**src/rtl/matrix_fb_arbiter.sv**
```systemverilog
// matrix_fb_arbiter
//   Owns the 8x8 LED-matrix frame buffer and its multiplexed row scan.
//   Two write requesters (d-pad editor, host row writer) share the single
//   frame-buffer write port through a round-robin req/gnt arbiter. An
//   internal clear sequencer wipes the buffer and blocks both requesters
//   while it runs. A blinking cursor is overlaid on the scanned output.
//
// Ports
//   clk                  system clock
//   rst                  asynchronous reset, active-low
//   ed_req/ed_x/ed_y     editor request, column and row
//   ed_op                01 set, 10 clear, 11 toggle, 00 no write
//   ed_gnt               one-cycle editor grant
//   host_req/host_row    host request and target row
//   host_data            host row value
//   host_gnt             one-cycle host grant
//   clr_start            single-cycle pulse that starts the clear
//   clr_busy             clear sequence running
//   cur_x/cur_y          cursor position
//   col                  column data, active-high, registered
//   row                  row select, active-low one-hot, registered
//
// Clear FSM
//   state | meaning
//   IDLE  | waiting for clr_start; arbiter free to grant
//   CLEAR | zeroing fb[idx], one row per clock, rows 0..7

module matrix_fb_arbiter #(
    parameter int SCAN_DIV  = 13,
    parameter int BLINK_BIT = 21
) (
    input  logic       clk,
    input  logic       rst,
    input  logic       ed_req,
    input  logic [2:0] ed_x,
    input  logic [2:0] ed_y,
    input  logic [1:0] ed_op,
    output logic       ed_gnt,
    input  logic       host_req,
    input  logic [2:0] host_row,
    input  logic [7:0] host_data,
    output logic       host_gnt,
    input  logic       clr_start,
    output logic       clr_busy,
    input  logic [2:0] cur_x,
    input  logic [2:0] cur_y,
    output logic [7:0] col,
    output logic [7:0] row
);

    typedef enum logic {
        IDLE  = 1'b0,
        CLEAR = 1'b1
    } state_t;

    state_t             state;
    state_t             state_nxt;
    logic [2:0]         idx;
    logic [2:0]         idx_nxt;
    logic               clr_we;

    logic [BLINK_BIT:0] cnt;
    logic [7:0]         fb [8];
    logic               last_host;

    logic               blocked;
    logic               ed_ok;
    logic               host_ok;
    logic               ed_win;
    logic               host_win;
    logic [7:0]         ed_mask;
    logic [7:0]         ed_row_new;

    logic [2:0]         sr;
    logic [7:0]         cursor;

    // ---------------- clear sequencer ----------------
    always_ff @(posedge clk or negedge rst) begin
        if (!rst) begin
            state <= IDLE;
            idx   <= 3'd0;
        end else begin
            state <= state_nxt;
            idx   <= idx_nxt;
        end
    end

    always_comb begin
        state_nxt = state;
        idx_nxt   = idx;
        clr_we    = 1'b0;
        case (state)
            IDLE: begin
                if (clr_start) begin
                    state_nxt = CLEAR;
                    idx_nxt   = 3'd0;
                end
            end
            CLEAR: begin
                clr_we  = 1'b1;
                idx_nxt = idx + 3'd1;
                if (idx == 3'd7) begin
                    state_nxt = IDLE;
                end
            end
            default: state_nxt = IDLE;
        endcase
    end

    assign clr_busy = (state == CLEAR);

    // ---------------- arbiter ----------------
    // A start pulse seen in IDLE already blocks grants, so the clear
    // never shares its first edge with a requester write.
    assign blocked  = clr_busy || clr_start;
    // A requester whose gnt is high is ignored for one cycle so a held
    // req cannot be granted twice for the same payload.
    assign ed_ok    = ed_req && !ed_gnt;
    assign host_ok  = host_req && !host_gnt;
    assign ed_win   = !blocked && ed_ok && (!host_ok || last_host);
    assign host_win = !blocked && host_ok && !ed_win;

    always_ff @(posedge clk or negedge rst) begin
        if (!rst) begin
            ed_gnt    <= 1'b0;
            host_gnt  <= 1'b0;
            last_host <= 1'b1;
        end else begin
            ed_gnt   <= ed_win;
            host_gnt <= host_win;
            if (ed_win) begin
                last_host <= 1'b0;
            end else if (host_win) begin
                last_host <= 1'b1;
            end
        end
    end

    // ---------------- frame buffer ----------------
    assign ed_mask = 8'd1 << ed_x;

    always_comb begin
        ed_row_new = fb[ed_y];
        case (ed_op)
            2'b01:   ed_row_new = fb[ed_y] | ed_mask;
            2'b10:   ed_row_new = fb[ed_y] & ~ed_mask;
            2'b11:   ed_row_new = fb[ed_y] ^ ed_mask;
            default: ed_row_new = fb[ed_y];
        endcase
    end

    always_ff @(posedge clk or negedge rst) begin
        if (!rst) begin
            for (int i = 0; i < 8; i++) begin
                fb[i] <= 8'h00;
            end
        end else if (clr_we) begin
            fb[idx] <= 8'h00;
        end else if (ed_win && (ed_op != 2'b00)) begin
            fb[ed_y] <= ed_row_new;
        end else if (host_win) begin
            fb[host_row] <= host_data;
        end
    end

    // ---------------- row scan ----------------
    assign sr     = cnt[SCAN_DIV+2:SCAN_DIV];
    assign cursor = (cnt[BLINK_BIT] && (sr == cur_y)) ? (8'd1 << cur_x) : 8'd0;

    always_ff @(posedge clk or negedge rst) begin
        if (!rst) begin
            cnt <= '0;
            row <= 8'hFF;
            col <= 8'h00;
        end else begin
            cnt <= cnt + 1'b1;
            row <= ~(8'd1 << sr);
            col <= fb[sr] | cursor;
        end
    end

endmodule

```
**config.mk**
```make
export PLATFORM = sky130hd
export DESIGN_NAME = matrix_fb_arbiter
export DESIGN_NICKNAME = d
export VERILOG_FILES = /design/src/rtl/matrix_fb_arbiter.sv
export SDC_FILE = /design/constraint.sdc
export NUM_CORES = 1
export LEC_CHECK = 0
export CORE_MARGIN = 3
export CORE_UTILIZATION = 50
export CTS_CLUSTER_DIAMETER = 60
export CTS_CLUSTER_SIZE = 30
export DETAILED_ROUTE_END_ITERATION = 12
export PLACE_DENSITY = 0.7
export SKIP_CTS_REPAIR_TIMING = 1
export SLEW_MARGIN = 40
export SYNTH_ARGS = -nofsm -noshare
export SYNTH_HDL_FRONTEND = slang
export SYNTH_SLANG_ARGS = --single-unit
```
**constraint.sdc**
```tcl
create_clock -name clk -period 2.8 [get_ports clk]
set_clock_uncertainty 0.2 [all_clocks]
set_input_delay 0.56 -clock clk [delete_from_list [all_inputs] [get_ports clk]]
set_output_delay 0.56 -clock clk [all_outputs]
set_load 0.02 [all_outputs]
```
==> results.py, run 1 <==
metrics = {
    "detailed_routing": {
        "routed_wl_um": 20960,
        "drtAntennaViolNets": 0,
        "drt-wirelength-per-cell_um": 24.18,
        "drtPass1Iterations": 5,
        "viasPerCell": 6.537,
        "drt-initial-drc-count": 569,
        "vias": 5668,
        "drcViolationCount": 0,
    },
    "worst_setup_path": {
        "start_kind": "primary input",
        "endpoint_kind": "register",
        "worstPathArrival_ns": 2.78,
        "reg2reg_depth": 8,
        "rr_startpoint": "fb[35]$_DFFE_PN0P_",
        "critical_path.startpoint": "ed_y[1]",
        "path_class": "in2reg",
        "crit_end": "fb[6]$_DFFE_PN0P_",
        "crit_path_max_fanout": 6,
        "cp.required_ns": 2.85,
        "r2r-end": "fb[3]$_DFFE_PN0P_",
        "r2r_slack_ns": 0.27,
    },
    "floorplanning": {
        "io_pins": 49,
        "die_h_um": 120.8,
        "fp-row-count": 41,
        "die_x_um": 120.8,
        "initial_core_util_pct": 51.55,
        "dieArea_sq_um": 14580,
        "core_area_sq_um": 12770,
    },
    "clock_tree": {
        "clkSinkCount": 109,
        "insertion_delay_ns": 0.36,
        "cts.path.max_buffers": 2,
        "cts_tree": "done",
        "path_clk_slew_ns": 0.07,
        "h-tree-depth": 3,
        "cts-root-buf": "clkbuf_16",
        "cts_buffers": 9,
    },
    "yosys": {
        "syn_area_per_cell_sq_um": 11.28,
        "synthFlopType": "dfrtp_1",
        "synth-seq-cells": 109,
        "synthDistinctLibCells": 59,
        "synthCells": 584,
        "synth_edf_count": 0,
        "async_flop_share_pct": 100.0,
        "syn_area_sq_um": 6585,
        "yosysWarnings": 0,
        "synth.net_count": 633,
        "seq_area_frac_synth_pct": 41.59,
    },
    "timing": {
        "rsz0062_at_grt": "false",
        "drv_slew": 0,
        "period_share_pct": 97.69,
        "final-setup-viol-count": 0,
        "fin_hold_ws_ns": -0.005058,
        "finalHoldViolations": 22,
        "maxSlewHeadroom_pct": 38.91,
        "worst_pin_slew_ns": 0.9147,
        "max_freq_mhz": 365.6,
        "layout_setup_ws_ns": 0.06457,
        "period_minus_slack_ns": 2.735,
    },
    "cells_and_area": {
        "final_area_sq_um": 8325,
        "final_common_cell": "dfrtp_1",
        "drive_gt1_share_pct": 25.18,
        "nNetsFinal": 739,
        "diodes": 0,
        "instances_no_fill": 867,
        "areaGrowthSynthToFinish_pct": 26.43,
        "final_core_util_pct": 65.18,
        "layout_common_cells": "100 x dfrtp_1, 70 x buf_4, 44 x clkdlybuf4s50_1",
    },
    "placement": {
        "dp_hpwl_um": 14750,
        "io_buffer_count": 48,
        "gp_congestion": 0.9708,
        "dpl.cell_count": 849,
        "preCtsSetupSlack_ns": -0.7068,
        "dpl_cell_area_sq_um": 7928,
    },
    "run_status": {
        "outcome": "finished with violations",
        "violations": "hold timing",
    },
    "pwr": {
        "p_leak_nw": 3.538,
        "vdd_drop_max_v": 0.0007049,
        "power_density_nw_per_um2": 743.2,
    },
    "global_routing": {
        "grt_pass1_vias": 5559,
        "grt_max_degree": 50,
        "grtUsageTotal_pct": 29.25,
        "grt_pass1_wl_um": 31680,
        "antenna_found_initial": 0,
        "gr-total-overflow": 0,
    },
    "job": {
        "cap_violations": 0,
    },
    "hold_path": {
        "hold_class": "in2async",
    },
}
[through the flow]
| step | setup TNS (ns) | power [mW] |
|---|---|---|
| floorplan | 0 | 3.632 |
| global placement | -32.14 | 4.694 |
| detailed placement | -35.09 | 4.810 |
| CTS | -11.22 | 6.114 |
| global route | 0 | 6.486 |
| finish | 0 | 6.188 |
[worst min-delay path by stage]
stage,startpoint,end,cells after the start
2_1_floorplan,rst,clr_busy$_DFF_PN0_,0
3_3_place_gp,cnt[0]$_DFF_PN0_,cnt[0]$_DFF_PN0_,1
3_5_place_dp,cnt[0]$_DFF_PN0_,cnt[0]$_DFF_PN0_,1
4_1_cts,rst,cnt[14]$_DFF_PN0_,1
5_1_grt,rst,fb[17]$_DFFE_PN0P_,1
6_report,rst,cnt[21]$_DFF_PN0_,1
[worst max-delay path, cell delays in order]
cell,delay (ns)
dlymetal6s2s_1,0.23
buf_12,0.18
mux4_2,0.53
mux2i_4,0.19
ha_1,0.25
nor2b_1,0.10
o21ai_0,0.12
o21a_2,0.18
a22o_1,0.21
a22o_1,0.23
[cell families after synthesis]
family / Yosys count / synth area share [%]
XOR/XNOR: 23 / 3.059
multiplexers: 48 / 12.67
buffers and inverters: 59 / 3.629
flip-flops: 109 / 41.59
adder cells (fa/ha/maj): 19 / 3.610
AND/OR/NAND/NOR: 165 / 15.18
AO/OA/AOI/OAI: 161 / 20.25
[cell type report]
type / instances / area (sq um)
clock buffer: 10 / 239.0
clock inverter: 6 / 61.31
fill: 985 / 4448
inverter: 23 / 86.33
multi-input combinational: 416 / 3699
sequential: 109 / 2739
tap: 172 / 215.2
timing repair buffer: 131 / 1286
[cells in the mapped netlist, types with 16 or more instances]
cell | instances | share of area (%)
a22o_1 | 21 | 2.8
a22oi_1 | 28 | 3.2
clkbuf_1 | 23 | 1.3
dfrtp_1 | 100 | 38
ha_1 | 19 | 3.6
inv_1 | 23 | 1.3
mux2i_1 | 17 | 2.6
mux4_2 | 28 | 9.6
nand2_1 | 29 | 1.7
nor2_1 | 36 | 2.1
nor2b_1 | 18 | 1.7
o21ai_0 | 16 | 1.2
o2bb2ai_1 | 33 | 4.4
[per-layer routing]
layer / track usage [%] / routed length, um / vias to the layer above
met3: 9.542 / 2242 / 66
met4: 11.47 / 891 / 0
met2: 44.81 / 9514 / 334
li1: - / - / 2474
met5: 0 / 0 / -
met1: 38.71 / 8314 / 2794
[registers in the layout, summed over array words and instances (netlist names)]
register   cells
cnt           22
fb            64
last_host      1
host_gnt       1
clr_busy       1
ed_gnt         1
col            8
row            8
idx            3
[report_power, final]
part | switching [mW] | internal (mW)
Sequential | 0.381 | 1.96
Combinational | 1.34 | 1.20
Clock | 0.586 | 0.716
Total | 2.31 | 3.88
Note: power is estimated with default switching activity, not from simulation.
==> run 2, diff against run 1 <==
--- a/config.mk
+++ b/config.mk
@@ -10,7 +10,7 @@
 export CTS_CLUSTER_DIAMETER = 60
 export CTS_CLUSTER_SIZE = 30
 export DETAILED_ROUTE_END_ITERATION = 12
-export PLACE_DENSITY = 0.7
+export PLACE_DENSITY = 0.73
 export SKIP_CTS_REPAIR_TIMING = 1
 export SLEW_MARGIN = 40
 export SYNTH_ARGS = -nofsm -noshare
==> run 2 against run 1 <==
  * The run now ends clean
  * Power increased by 0.97%
  * Clock-buffer cell count decreased by 1
  * Final cell count increased by 0.58%
  * Critical path type unchanged
  * Largest cell class unchanged
  * Highest routed layer unchanged
==> results.py, run 2 (synthesis results as in run 1) <==
metrics = {
    "global_routing": {
        "gr-total-overflow": 0,
        "grt_pass1_vias": 5830,
        "grt_max_degree": 48,
        "grt_pass1_wl_um": 32000,
        "grtUsageTotal_pct": 28.68,
        "antenna_found_initial": 0,
    },
    "pwr": {
        "combPwrFrac_pct": 41.6,
        "p_clk_share_pct": 21.1,
        "power_density_nw_per_um2": 744.1,
        "p_seq_share_pct": 37.4,
        "swShare_pct": 37.70,
        "p_leak_nw": 3.552,
        "net-switching-power_mw": 2.355,
        "vdd_drop_max_v": 0.0005851,
        "intPower_mw": 3.892,
    },
    "placement": {
        "io_buffer_count": 48,
        "dpl.cell_count": 849,
        "gp_congestion": 1.041,
        "dp_hpwl_um": 14410,
    },
    "timing": {
        "period_share_pct": 97.16,
        "maxSlewHeadroom_pct": 51.02,
        "worst_pin_slew_ns": 0.7292,
        "final-setup-viol-count": 0,
        "rsz0062_at_grt": "false",
        "period_minus_slack_ns": 2.720,
        "finalHoldViolations": 0,
        "max_freq_mhz": 367.6,
        "drv_slew": 0,
        "finalSetupTns_ns": 0,
    },
    "cells_and_area": {
        "diodes": 0,
        "final-seq-area_sq_um": 2739,
        "instances_no_fill": 872,
        "largest_reg_flops": 64,
        "final_common_cell": "dfrtp_1",
        "drive_gt1_share_pct": 26.14,
        "multi_input_area_sq_um": 3737,
        "largest_register": "fb",
        "areaGrowthSynthToFinish_pct": 27.51,
        "nNetsFinal": 744,
        "layout_common_cells": "100 x dfrtp_1, 75 x buf_4, 44 x clkdlybuf4s50_1",
        "reg_top3": "fb: 64 flops, cnt: 22 flops",
        "n_fill_cell": 967,
    },
    "detailed_routing": {
        "drtPass1Iterations": 6,
        "drcViolationCount": 0,
        "drt-initial-drc-count": 689,
        "drt-wirelength-per-cell_um": 23.43,
        "viasPerCell": 6.651,
        "vias": 5800,
        "drtAntennaViolNets": 0,
        "routed_wl_um": 20430,
    },
    "worst_setup_path": {
        "worstPathArrival_ns": 2.77,
        "path_class": "in2reg",
        "cp.required_ns": 2.85,
        "start_kind": "primary input",
        "endpoint_kind": "register",
        "crit_path_max_fanout": 9,
    },
    "clock_tree": {
        "cts-root-buf": "clkbuf_16",
        "cts_buffers": 9,
        "path_clk_slew_ns": 0.07,
        "clkSinkCount": 109,
        "h-tree-depth": 3,
        "cts.path.max_buffers": 2,
        "insertion_delay_ns": 0.36,
        "cts_tree": "done",
    },
    "floorplanning": {
        "core_area_sq_um": 12770,
        "die_x_um": 120.8,
        "dieArea_sq_um": 14580,
        "initial_core_util_pct": 51.55,
        "die_h_um": 120.8,
        "io_pins": 49,
        "fp-row-count": 41,
    },
    "hold_path": {
        "hold_class": "in2async",
    },
    "job": {
        "cap_violations": 0,
    },
    "run_status": {
        "outcome": "complete, no violations",
    },
}
-- run 2: changes by cell type in the layout (fill, tap and decap cells not counted), moves of 2 or more --
cell / before / now
o21ai_1: 1 / 4
nor3_2: 3 / 1
buf_4: 70 / 75
mux2i_1: 15 / 13
o21ai_0: 13 / 11
-- run 2: through the flow --
stage               util, %  hold slack (ns)  worst slack (ns)  power (mW)  cell area, sq um
floorplan                 -          0.06441          0.002742       3.632              6623
global placement      61.76           0.2381           -0.5867       4.662              7889
detailed placement    61.87           0.2435           -0.6995       4.770              7903
CTS                   64.24          0.05905           -0.3185       6.074              8205
global route          65.74          0.07906          0.007025       6.516              8397
finish                65.74          0.03679           0.07952       6.248              8397
-- run 2: worst max-delay path, cell delays in order --
cell	delay, ns
clkbuf_2	0.17
clkbuf_16	0.20
buf_4	0.12
mux4_2	0.48
mux2i_1	0.21
ha_1	0.28
mux2i_2	0.23
a21oi_4	0.14
a22o_1	0.20
a22o_1	0.17
-- run 2: routing by layer --
layer  GRT usage (%)  up-vias  share of wire [%]
li1                -     2488                  -
met1           37.30     2842                 37
met2           45.58      367                 47
met3           6.782      103                 10
met4           13.39        0                5.5
met5               0        -                  0
-- run 2: power groups by stage --
stage / clock, mW / combinational [mW] / sequential, mW
after global routing: 1.38 / 2.76 / 2.38
after CTS: 1.33 / 2.44 / 2.31
final: 1.32 / 2.60 / 2.33
after floorplan: 0 / 1.37 / 2.26
after detailed placement: 0 / 2.43 / 2.34
after global placement: 0 / 2.34 / 2.32
-- run 2: final cells by class --
type	instances	area share (%)
timing repair buffer	136	15.68
clock buffer	9	2.682
clock inverter	7	0.9239
tap	172	2.563
multi-input combinational	416	44.51
inverter	23	1.028
sequential	109	32.62
-- run 2: worst paths after layout --
kind / from / endpoint / slack [ns] / cells past startpoint
max: ed_y[0] / fb[4]$_DFFE_PN0P_ / 0.08 / 10
min: rst / col[0]$_DFF_PN0_ / 0.04 / 1
max reg2reg: fb[27]$_DFFE_PN0P_ / fb[3]$_DFFE_PN0P_ / 0.30 / 8
min reg2reg: cnt[0]$_DFF_PN0_ / cnt[0]$_DFF_PN0_ / 0.25 / 1
max in group asynchronous: rst / row[7]$_DFF_PN1_ / 1.66 / 2
min in group clk: cnt[0]$_DFF_PN0_ / cnt[0]$_DFF_PN0_ / 0.25 / 1
